<file path="config.mk">
export PLATFORM = sky130hd
export DESIGN_NAME = mem_arbiter_flat
export DESIGN_NICKNAME = d
export VERILOG_FILES = /design/src/rtl/mem_arbiter_pkg.sv /design/src/rtl/mem_arbiter_if.sv /design/src/rtl/mem_arbiter_rr_arbiter2.sv /design/src/rtl/mem_arbiter.sv /design/src/flat_wrapper.sv
export SDC_FILE = /design/constraint.sdc
export NUM_CORES = 1
export LEC_CHECK = 0
export ABC_AREA = 1
export BUFFER_PORTS_ARGS = -buffer_cell sky130_fd_sc_hd__buf_4
export CAP_MARGIN = 20
export CORE_AREA = 2 2 77 79
export DETAILED_ROUTE_END_ITERATION = 6
export DIE_AREA = 0 0 79 81
export HOLD_SLACK_MARGIN = 0.08
export PLACE_DENSITY_LB_ADDON = 0.3
export SLEW_MARGIN = 20
export SYNTH_ARGS = -nofsm -noshare
export SYNTH_HDL_FRONTEND = slang
export SYNTH_SLANG_ARGS = --single-unit
</file>
<file path="constraint.sdc">
create_clock -name clk_i -period 1.22 [get_ports clk_i]
set_input_delay 0.061 -clock clk_i [delete_from_list [all_inputs] [get_ports clk_i]]
set_output_delay 0.061 -clock clk_i [all_outputs]
set_load 0.01 [all_outputs]
</file>
<file path="src/rtl/mem_arbiter_pkg.sv">
`default_nettype none
// ============================================================================
// Module   : mem_arb_pkg
// Brief    : Shared types and constants for the unified-memory arbiter.
// Revision : 1.0 - initial release
// ============================================================================
package mem_arb_pkg;

   // Which port is owed the read data returning from the RAM this cycle
   typedef enum logic [1:0] {
      OWN_NONE = 2'd0,
      OWN_IF   = 2'd1,
      OWN_DM   = 2'd2
   } owner_e;

   // Identity of a requesting port, used for the last-winner register
   typedef enum logic {
      PORT_IF = 1'b0,
      PORT_DM = 1'b1
   } port_e;

   localparam int POLICY_RR    = 0;
   localparam int POLICY_FIXED = 1;

endpackage
`default_nettype wire

</file>
<file path="src/rtl/mem_arbiter_if.sv">
`default_nettype none
// ============================================================================
// Module   : mem_arbiter_if
// Brief    : IF port, DM port and RAM port bundle of the memory arbiter.
// Revision : 1.0 - initial release
// ============================================================================
interface mem_arbiter_if #(
   parameter int XLen      = 32,
   parameter int AddrWidth = 10
);
   // Instruction-fetch port
   logic                   if_req_i;
   logic [AddrWidth-1:0]   if_addr_i;
   logic                   if_gnt_o;
   logic                   if_rvalid_o;
   logic [XLen-1:0]        if_rdata_o;
   // Data port
   logic                   dm_req_i;
   logic [AddrWidth-1:0]   dm_addr_i;
   logic                   dm_we_i;
   logic [XLen-1:0]        dm_wdata_i;
   logic                   dm_gnt_o;
   logic                   dm_rvalid_o;
   logic [XLen-1:0]        dm_rdata_o;
   // RAM port
   logic [AddrWidth-3:0]   mem_addr_o;
   logic                   mem_we_o;
   logic [XLen-1:0]        mem_wdata_o;
   logic [XLen-1:0]        mem_rdata_i;

   // Arbiter side
   modport slave (
      input  if_req_i, if_addr_i,
      output if_gnt_o, if_rvalid_o, if_rdata_o,
      input  dm_req_i, dm_addr_i, dm_we_i, dm_wdata_i,
      output dm_gnt_o, dm_rvalid_o, dm_rdata_o,
      output mem_addr_o, mem_we_o, mem_wdata_o,
      input  mem_rdata_i
   );

   // Core / RAM side
   modport master (
      output if_req_i, if_addr_i,
      input  if_gnt_o, if_rvalid_o, if_rdata_o,
      output dm_req_i, dm_addr_i, dm_we_i, dm_wdata_i,
      input  dm_gnt_o, dm_rvalid_o, dm_rdata_o,
      input  mem_addr_o, mem_we_o, mem_wdata_o,
      output mem_rdata_i
   );
endinterface
`default_nettype wire

</file>
<file path="src/rtl/mem_arbiter_rr_arbiter2.sv">
`default_nettype none
// ============================================================================
// Module   : rr_arbiter2
// Brief    : Two-requester grant logic (round-robin or fixed DM priority with
//            an IF starvation guard). Grants are combinational.
// Revision : 1.0 - initial release
// ============================================================================
module rr_arbiter2
   import mem_arb_pkg::*;
#(
   parameter int Policy  = POLICY_RR,
   parameter int MaxWait = 3
) (
   input  wire logic clk_i,
   input  wire logic rst_i,
   input  wire logic if_req_i,
   input  wire logic dm_req_i,
   output logic      if_gnt_o,
   output logic      dm_gnt_o
);
   localparam int                  c_WAIT_W   = (MaxWait < 1) ? 1 : $clog2(MaxWait + 1);
   localparam logic [c_WAIT_W-1:0] c_MAX_WAIT = c_WAIT_W'(MaxWait);

   port_e               r_last;
   logic [c_WAIT_W-1:0] r_wait;
   logic                w_if_win;

   // Decide whether IF wins this cycle; DM takes any remaining request
   always_comb begin
      w_if_win = 1'b0;
      if (if_req_i && !dm_req_i) begin
         w_if_win = 1'b1;
      end else if (if_req_i && dm_req_i) begin
         if (Policy == POLICY_RR) begin
            w_if_win = (r_last == PORT_DM);
         end else begin
            w_if_win = (r_wait == c_MAX_WAIT);
         end
      end
   end

   // No grant may escape while reset is held
   assign if_gnt_o = !rst_i && w_if_win;
   assign dm_gnt_o = !rst_i && dm_req_i && !w_if_win;

   // Track the last winner and how many times a pending IF has been denied
   always_ff @(posedge clk_i or posedge rst_i) begin
      if (rst_i) begin
         r_last <= PORT_DM;
         r_wait <= '0;
      end else begin
         if (if_gnt_o) begin
            r_last <= PORT_IF;
         end else if (dm_gnt_o) begin
            r_last <= PORT_DM;
         end
         if (if_req_i && !if_gnt_o) begin
            if (r_wait != c_MAX_WAIT) begin
               r_wait <= r_wait + 1'b1;
            end
         end else begin
            r_wait <= '0;
         end
      end
   end
endmodule
`default_nettype wire

</file>
<file path="src/rtl/mem_arbiter.sv">
`default_nettype none
// ============================================================================
// Module   : mem_arbiter
// Brief    : Shares one synchronous-read word RAM between the IF and DM ports
//            and steers returning read data to the port that issued the read.
// Revision : 1.0 - initial release
// ============================================================================
module mem_arbiter
   import mem_arb_pkg::*;
#(
   parameter int XLen      = 32,
   parameter int AddrWidth = 10,
   parameter int Policy    = POLICY_RR,
   parameter int MaxWait   = 3
) (
   input  wire logic     clk_i,
   input  wire logic     rst_i,
   mem_arbiter_if.slave  bus
);
   localparam logic [XLen-1:0] c_ZERO_DATA = '0;

   logic   w_if_gnt;
   logic   w_dm_gnt;
   owner_e r_owner;
   logic   w_unused_addr_lsbs;

   rr_arbiter2 #(
      .Policy  (Policy),
      .MaxWait (MaxWait)
   ) u_arb (
      .clk_i    (clk_i),
      .rst_i    (rst_i),
      .if_req_i (bus.if_req_i),
      .dm_req_i (bus.dm_req_i),
      .if_gnt_o (w_if_gnt),
      .dm_gnt_o (w_dm_gnt)
   );

   assign bus.if_gnt_o = w_if_gnt;
   assign bus.dm_gnt_o = w_dm_gnt;

   // Byte-lane bits are dropped: the RAM is word addressed and there is no trap
   assign w_unused_addr_lsbs = ^{bus.if_addr_i[1:0], bus.dm_addr_i[1:0]};

   // Route the winner onto the RAM port; idle cycles park the bus at zero
   always_comb begin
      bus.mem_addr_o  = '0;
      bus.mem_we_o    = 1'b0;
      bus.mem_wdata_o = c_ZERO_DATA;
      if (w_if_gnt) begin
         bus.mem_addr_o = bus.if_addr_i[AddrWidth-1:2];
      end else if (w_dm_gnt) begin
         bus.mem_addr_o = bus.dm_addr_i[AddrWidth-1:2];
         bus.mem_we_o   = bus.dm_we_i;
      end
      if (w_if_gnt || w_dm_gnt) begin
         bus.mem_wdata_o = bus.dm_wdata_i;
      end
   end

   // Remember who issued this cycle's read so next cycle's RAM data finds its owner
   always_ff @(posedge clk_i or posedge rst_i) begin
      if (rst_i) begin
         r_owner <= OWN_NONE;
      end else if (w_if_gnt) begin
         r_owner <= OWN_IF;
      end else if (w_dm_gnt && !bus.dm_we_i) begin
         r_owner <= OWN_DM;
      end else begin
         r_owner <= OWN_NONE;
      end
   end

   assign bus.if_rvalid_o = (r_owner == OWN_IF);
   assign bus.dm_rvalid_o = (r_owner == OWN_DM);
   assign bus.if_rdata_o  = (r_owner == OWN_IF) ? bus.mem_rdata_i : c_ZERO_DATA;
   assign bus.dm_rdata_o  = (r_owner == OWN_DM) ? bus.mem_rdata_i : c_ZERO_DATA;
endmodule
`default_nettype wire

</file>
<file path="src/flat_wrapper.sv">
// flat-port wrapper written by rule: the top's interface ports become plain ports
module mem_arbiter_flat import mem_arb_pkg::*;
#(
   parameter int XLen      = 32,
   parameter int AddrWidth = 10,
   parameter int Policy    = POLICY_RR,
   parameter int MaxWait   = 3
)
  (clk_i, rst_i, bus_if_req_i, bus_if_addr_i, bus_if_gnt_o, bus_if_rvalid_o, bus_if_rdata_o, bus_dm_req_i, bus_dm_addr_i, bus_dm_we_i, bus_dm_wdata_i, bus_dm_gnt_o, bus_dm_rvalid_o, bus_dm_rdata_o, bus_mem_addr_o, bus_mem_we_o, bus_mem_wdata_o, bus_mem_rdata_i);
  mem_arbiter_if #(.XLen(XLen), .AddrWidth(AddrWidth)) bus_i ();
  input  wire logic clk_i;
  input  wire logic rst_i;
  input wire logic [$bits(bus_i.if_req_i)-1:0] bus_if_req_i;
  input wire logic [$bits(bus_i.if_addr_i)-1:0] bus_if_addr_i;
  output wire logic [$bits(bus_i.if_gnt_o)-1:0] bus_if_gnt_o;
  output wire logic [$bits(bus_i.if_rvalid_o)-1:0] bus_if_rvalid_o;
  output wire logic [$bits(bus_i.if_rdata_o)-1:0] bus_if_rdata_o;
  input wire logic [$bits(bus_i.dm_req_i)-1:0] bus_dm_req_i;
  input wire logic [$bits(bus_i.dm_addr_i)-1:0] bus_dm_addr_i;
  input wire logic [$bits(bus_i.dm_we_i)-1:0] bus_dm_we_i;
  input wire logic [$bits(bus_i.dm_wdata_i)-1:0] bus_dm_wdata_i;
  output wire logic [$bits(bus_i.dm_gnt_o)-1:0] bus_dm_gnt_o;
  output wire logic [$bits(bus_i.dm_rvalid_o)-1:0] bus_dm_rvalid_o;
  output wire logic [$bits(bus_i.dm_rdata_o)-1:0] bus_dm_rdata_o;
  output wire logic [$bits(bus_i.mem_addr_o)-1:0] bus_mem_addr_o;
  output wire logic [$bits(bus_i.mem_we_o)-1:0] bus_mem_we_o;
  output wire logic [$bits(bus_i.mem_wdata_o)-1:0] bus_mem_wdata_o;
  input wire logic [$bits(bus_i.mem_rdata_i)-1:0] bus_mem_rdata_i;
  assign bus_i.if_req_i = bus_if_req_i;
  assign bus_i.if_addr_i = bus_if_addr_i;
  assign bus_if_gnt_o = bus_i.if_gnt_o;
  assign bus_if_rvalid_o = bus_i.if_rvalid_o;
  assign bus_if_rdata_o = bus_i.if_rdata_o;
  assign bus_i.dm_req_i = bus_dm_req_i;
  assign bus_i.dm_addr_i = bus_dm_addr_i;
  assign bus_i.dm_we_i = bus_dm_we_i;
  assign bus_i.dm_wdata_i = bus_dm_wdata_i;
  assign bus_dm_gnt_o = bus_i.dm_gnt_o;
  assign bus_dm_rvalid_o = bus_i.dm_rvalid_o;
  assign bus_dm_rdata_o = bus_i.dm_rdata_o;
  assign bus_mem_addr_o = bus_i.mem_addr_o;
  assign bus_mem_we_o = bus_i.mem_we_o;
  assign bus_mem_wdata_o = bus_i.mem_wdata_o;
  assign bus_i.mem_rdata_i = bus_mem_rdata_i;
  mem_arbiter #(.XLen(XLen), .AddrWidth(AddrWidth), .Policy(Policy), .MaxWait(MaxWait)) u_core (.clk_i(clk_i), .rst_i(rst_i), .bus(bus_i));
endmodule
</file>
== Word level (Yosys, flattened, before mapping) ==
Cells that the tools add are included.

* Reductions and logical operators: 12
* Muxes and demuxes: 13
* Equality and inequality tests: 2

{| class="wikitable"
|+ Operators with widths
! kind !! number
|-
| $mux 32 || 3
|-
| $mux 8 || 2
|-
| $logic_and 1x1->1 || 6
|-
| $mux 1 || 6
|-
| $logic_not 1->1 || 4
|-
| $mux 2 || 2
|-
| $eq 2x1->1 const B || 1
|-
| $eq 2x2->1 const B || 1
|-
| $reduce_bool 2->1 || 1
|-
| $logic_or 1x1->1 || 1
|}

* Bits in registers: 3
* Output and inout bits: 109
* Bits of input ports: 89

== Depth between registers and ports, before layout ==
* Word-level depth: 8
* Depth in mapped cells: 5
* Depth with buffers taken out: 5

== Hierarchy ==
A second synthesis with hierarchy kept.

* Cells, all modules: 221
* Area, all modules: 1018.5 um^2

{| class="wikitable"
|+ Modules (own cells, without submodules)
! module !! cells each !! area an instance (um^2) !! times used
|-
| mem_arbiter || 210 || 947.2 || 1
|-
| rr_arbiter2 || 11 || 71.3 || 1
|}

== Worst setup path before layout ==
No wires, ideal clock.

* Kind: register to register
* Start: register u_core.u_arb.r_last
* End: register u_core.r_owner[0]
* Slack: 0.136 ns
* Path buffers: 0
* Clock period less this slack: 1.084 ns
* Required time: 1.109 ns
* Stages on the path, launching flop included: 5
* Arrival: 0.974 ns
* Path through: dfstp_2 -> inv_1 -> nand2_2 -> nand2_4 -> nor2_1

* Cells in the longest elaborated chain, start to end: 4

{| class="wikitable"
|+ RTL lines
! what !! line !! source
|-
| start, declared || mem_arbiter_rr_arbiter2.sv:24 || <nowiki>port_e r_last;</nowiki>
|-
| start signal, assigned || mem_arbiter_rr_arbiter2.sv:49 || <nowiki>r_last <= PORT_DM;</nowiki>
|-
| start signal, assigned || mem_arbiter_rr_arbiter2.sv:53 || <nowiki>r_last <= PORT_IF;</nowiki>
|-
| start signal, assigned || mem_arbiter_rr_arbiter2.sv:55 || <nowiki>r_last <= PORT_DM;</nowiki>
|-
| $mux 1 || mem_arbiter_rr_arbiter2.sv:33 || <nowiki>end else if (if_req_i && dm_req_i) begin</nowiki>
|-
| $mux 1 || mem_arbiter_rr_arbiter2.sv:31 || <nowiki>if (if_req_i && !dm_req_i) begin</nowiki>
|-
| $logic_and 1x1->1 || mem_arbiter_rr_arbiter2.sv:43 || <nowiki>assign if_gnt_o = !rst_i && w_if_win;</nowiki>
|-
| net bus_if_gnt_o || flat_wrapper.sv:15 || <nowiki>output wire logic [$bits(bus_i.if_gnt_o)-1:0] bus_if_gnt_o;</nowiki>
|-
| $mux 2 || mem_arbiter.sv:65 || <nowiki>end else if (w_if_gnt) begin</nowiki>
|-
| end signal, assigned || mem_arbiter.sv:64 || <nowiki>r_owner <= OWN_NONE;</nowiki>
|-
| end signal, assigned || mem_arbiter.sv:66 || <nowiki>r_owner <= OWN_IF;</nowiki>
|-
| end signal, assigned || mem_arbiter.sv:68 || <nowiki>r_owner <= OWN_DM;</nowiki>
|-
| end, declared || mem_arbiter.sv:24 || <nowiki>owner_e r_owner;</nowiki>
|}

The timed path passes the listed nets, and every way through them passes these cells.
A chain may end at the register's enable or synchronous reset.

== Worst setup path in the final report ==
* Start: register u_core.r_owner[0]
* End: output port bus_dm_rdata_o[21]

* Cells in the longest elaborated chain, start to end: 2

{| class="wikitable"
|+ RTL lines
! what !! line !! source
|-
| $eq 2x2->1 || mem_arbiter.sv:77 || <nowiki>assign bus.dm_rdata_o = (r_owner == OWN_DM) ? bus.mem_rdata_i : c_ZERO_DATA;</nowiki>
|-
| $mux 32 || mem_arbiter.sv:77 ||
|-
| end, declared || flat_wrapper.sv:24 || <nowiki>output wire logic [$bits(bus_i.dm_rdata_o)-1:0] bus_dm_rdata_o;</nowiki>
|}

Every way passes these cells.

==> summary.json <==
{
  "port-buffer-count": 193,
  "initial_cell_density_of_the_core_pct": 21.1,
  "failed_checks": "setup timing",
  "slew-limit-headroom_pct": 83.2,
  "ys.warnings.count": 0,
  "drt-vias-per-instance": 3.85,
  "grt_pass1_vias": 1708,
  "dieArea_mm2": 0.00640,
  "post-route-drc-count": 0,
  "timing_max_transition_violations_final": 0,
  "synth_nets": 307,
  "detailed_route_wire_length_mm": 5.18,
  "groute.usage.overall_pct": 14.4,
  "post_route_cells_drive_above_1_share_pct": 63.2,
  "core-area_mm2": 0.00568,
  "cts.htree.levels": 1,
  "critical_path_s_top_delay_family": "simple AND/OR/NAND/NOR gates",
  "synth_enable_flop_cells": 0,
  "clock_sink_count": 3,
  "critPathLaunchType": "register",
  "leakagePower_nw": 1.88,
  "avgSynthCellArea_um2": 5.50,
  "final_period_minus_worst_setup_slack_ns": 1.35,
  "timing.final.crit_share_pct": 111,
  "finalWorstSetupSlack_ns": -0.131,
  "synth_top_cell_by_area": "sky130_fd_sc_hd__inv_1",
  "worst_setup_path_end_kind": "output pin",
  "setup-violations-final": 44,
  "cts.path.max_buffers": 2,
  "critPathKind": "register to output pin",
  "power-per-cell-area_mw_per_mm2": 424,
  "finalWeightedCongestion": 0.745,
  "final_report_hold_violation_count": 0,
  "final_antenna_net_count": 0,
  "cp_slowest_stage_delay_ns": 0.36,
  "data_arrival_at_the_endpoint_of_the_critical_path_ns": 1.29,
  "die_height_um": 81,
  "post_synth_num_cell_types": 18,
  "ir_worst_vdd_uv": 310,
  "worstMarginPinSlew_ns": 0.252,
  "postLayoutCellArea_mm2": 0.00310,
  "yosys_register_bits": 3,
  "max_clock_freq_mhz": 740,
  "antenna_violations_before_repair": 0,
  "pin_count_of_the_biggest_net_entering_global_routing": 34,
  "final.setup.tns_ns": -4.64,
  "antenna-diode-count": 0,
  "finish.net_count": 508,
  "synth_most_common_cell": "sky130_fd_sc_hd__inv_1",
  "worstPathRequired_ns": 1.16,
  "portion_of_the_post_synthesis_area_used_by_sequential_elements_pct": 6.36,
  "yosysTopAreaCellShare_pct": 22.2,
  "post_synth_instance_area_mm2": 0.00120,
  "gr-total-overflow": 0,
  "detailed_route_wire_length_per_cell_um": 10.5,
  "placementRows": 28,
  "die_width_um": 79,
  "critical_path_peak_fanout": 6,
  "netlist_instances": 218,
  "drv.max_cap_violation_count": 0,
  "synth_flop_cell": "sky130_fd_sc_hd__dfrtp_1",
  "via_count": 1900,
  "clk_root_buffer_cell": "sky130_fd_sc_hd__clkbuf_8",
  "cts_made_buffers": 3,
  "cts_tree": "yes",
  "grt_setup_unrepaired": "true",
  "grt_first_pass_wirelength_mm": 7.64,
  "critical_path_buf_inv_count": 2,
  "placement.cell_area_mm2": 0.00271,
  "outcome": "complete, but fails checks",
  "clk-insertion-delay-late_ns": 0.21,
  "critical-path-slowest-cell": "sky130_fd_sc_hd__dfrtp_1",
  "boundaryPins": 198,
  "dp_hpwl_mm": 4.05,
  "drt_first_iter_violations": 40,
  "p_total_mw": 1.31,
  "drt_first_pass_iters": 4,
  "holdCritPathClass": "input pin to register",
  "ys_top_cells_by_count": "sky130_fd_sc_hd__inv_1 (71), sky130_fd_sc_hd__nor2_1 (70), sky130_fd_sc_hd__nor2_4 (21)",
  "cts.reportedPaths.clkPinSlew_ns": 0.03,
  "postSynth.asyncResetShare_pct": 100,
  "timing.clock.skew_ns": 0.0000412,
  "area_delta_synth_final_pct": 158,
  "synth_top_cells_by_area": "sky130_fd_sc_hd__inv_1 (22%), sky130_fd_sc_hd__nor2_1 (22%), sky130_fd_sc_hd__nor2_4 (20%)",
  "critical_path.cell_chain": "or2_4, clkbuf_16, nor2_2, buf_4"
}
-- sequential cells by signal, indices dropped and copies added (netlist names) --
signal and count:
u_core.r_owner 2, u_core.u_arb.r_last 1
-- kinds of logic (layout without fill, tap and decap cells) --
family	after synthesis	count (layout)	synth area share [%]
AOI/OAI and AO/OA	1	1	1.36
DFF	3	3	6.36
and+or+nand+nor	131	132	59.7
buffers and inverters	83	282	32.5
-- worst paths after layout --
path	startpoint	to	slack (ns)	depth (start not counted)
worst min register to register	u_core.u_arb.r_last$_DFFE_PP1N_	u_core.u_arb.r_last$_DFFE_PP1N_	0.48	2
max in group asynchronous	rst_i	u_core.u_arb.r_last$_DFFE_PP1N_	0.55	3
worst max-delay path	u_core.r_owner[0]$_DFF_PP0_	bus_dm_rdata_o[21]	-0.13	4
worst max register to register	u_core.u_arb.r_last$_DFFE_PP1N_	u_core.u_arb.r_last$_DFFE_PP1N_	0.15	6
worst min-delay path	bus_dm_req_i	u_core.u_arb.r_last$_DFFE_PP1N_	0.14	4
min in group asynchronous	rst_i	u_core.r_owner[1]$_DFF_PP0_	0.46	3
-- worst reg2reg max path, stage by stage (launching register included) --
cell and delay (ns):
sky130_fd_sc_hd__dfstp_2 0.54, sky130_fd_sc_hd__inv_2 0.05, sky130_fd_sc_hd__nand2_4 0.10, sky130_fd_sc_hd__nand2_4 0.09, sky130_fd_sc_hd__nand2_4 0.09, sky130_fd_sc_hd__buf_4 0.10, sky130_fd_sc_hd__nand2_1 0.04
-- cell type report --
type	count	area, µm²
multi-input cells	133	835
fillers	554	2580
well taps	75	93.8
clock buffers	4	45.0
repair buffers	206	1780
flip-flops and latches	3	76.3
inverters	72	270
-- placed cells by master, fill, tap and decap left out, types with 3 or more instances in the layout --
cell | synthesis | layout
sky130_fd_sc_hd__buf_12 | 2 | 4
sky130_fd_sc_hd__buf_4 | 0 | 165
sky130_fd_sc_hd__buf_6 | 4 | 32
sky130_fd_sc_hd__clkbuf_8 | 0 | 3
sky130_fd_sc_hd__inv_1 | 71 | 67
sky130_fd_sc_hd__inv_2 | 1 | 5
sky130_fd_sc_hd__nand2_1 | 11 | 11
sky130_fd_sc_hd__nand2_4 | 1 | 4
sky130_fd_sc_hd__nand3_1 | 8 | 8
sky130_fd_sc_hd__nand4_1 | 8 | 8
sky130_fd_sc_hd__nor2_1 | 70 | 55
sky130_fd_sc_hd__nor2_2 | 9 | 16
sky130_fd_sc_hd__nor2_4 | 21 | 29
-- through the flow --
stage          hold WS [ns]  cells  util, %  setup WS (ns)
6_report              0.140    493     54.6         -0.131
5_1_grt               0.169    493     54.6         -0.193
3_3_place_gp         0.0239    482     47.8         0.0138
4_1_cts               0.139    490     51.8         -0.112
2_1_floorplan        -0.148    218        -          0.136
3_5_place_dp         0.0275    482     47.8         0.0159
-- metal layers --
layer	wire length, µm	up-vias	GRT usage [%]
met5	0	-	0
met4	30	0	3.45
met3	468	4	2.89
met2	2920	88	29.1
met1	1760	807	15.2
li1	-	1001	-
-- where the power goes --
group / total, mW / switching [mW] / internal, mW
clock: 0.288 / 0.0650 / 0.223
combinational: 0.911 / 0.420 / 0.491
sequential: 0.116 / 0.00522 / 0.111
-- what timing repair did --
| action | 4_1_cts | 5_1_grt |
|---|---|---|
| hold buffers | 2 | 0 |
| endpoints found under the setup margin | 44 | 76 |
| buffers inserted | 0 | 1 |
| gates cloned | 2 | 2 |
| endpoints found under the hold margin | 4 | 0 |
| gates resized for setup | 36 | 31 |
| pin swaps | 12 | 4 |
No activity file was read; power rests on OpenSTA's default activity.
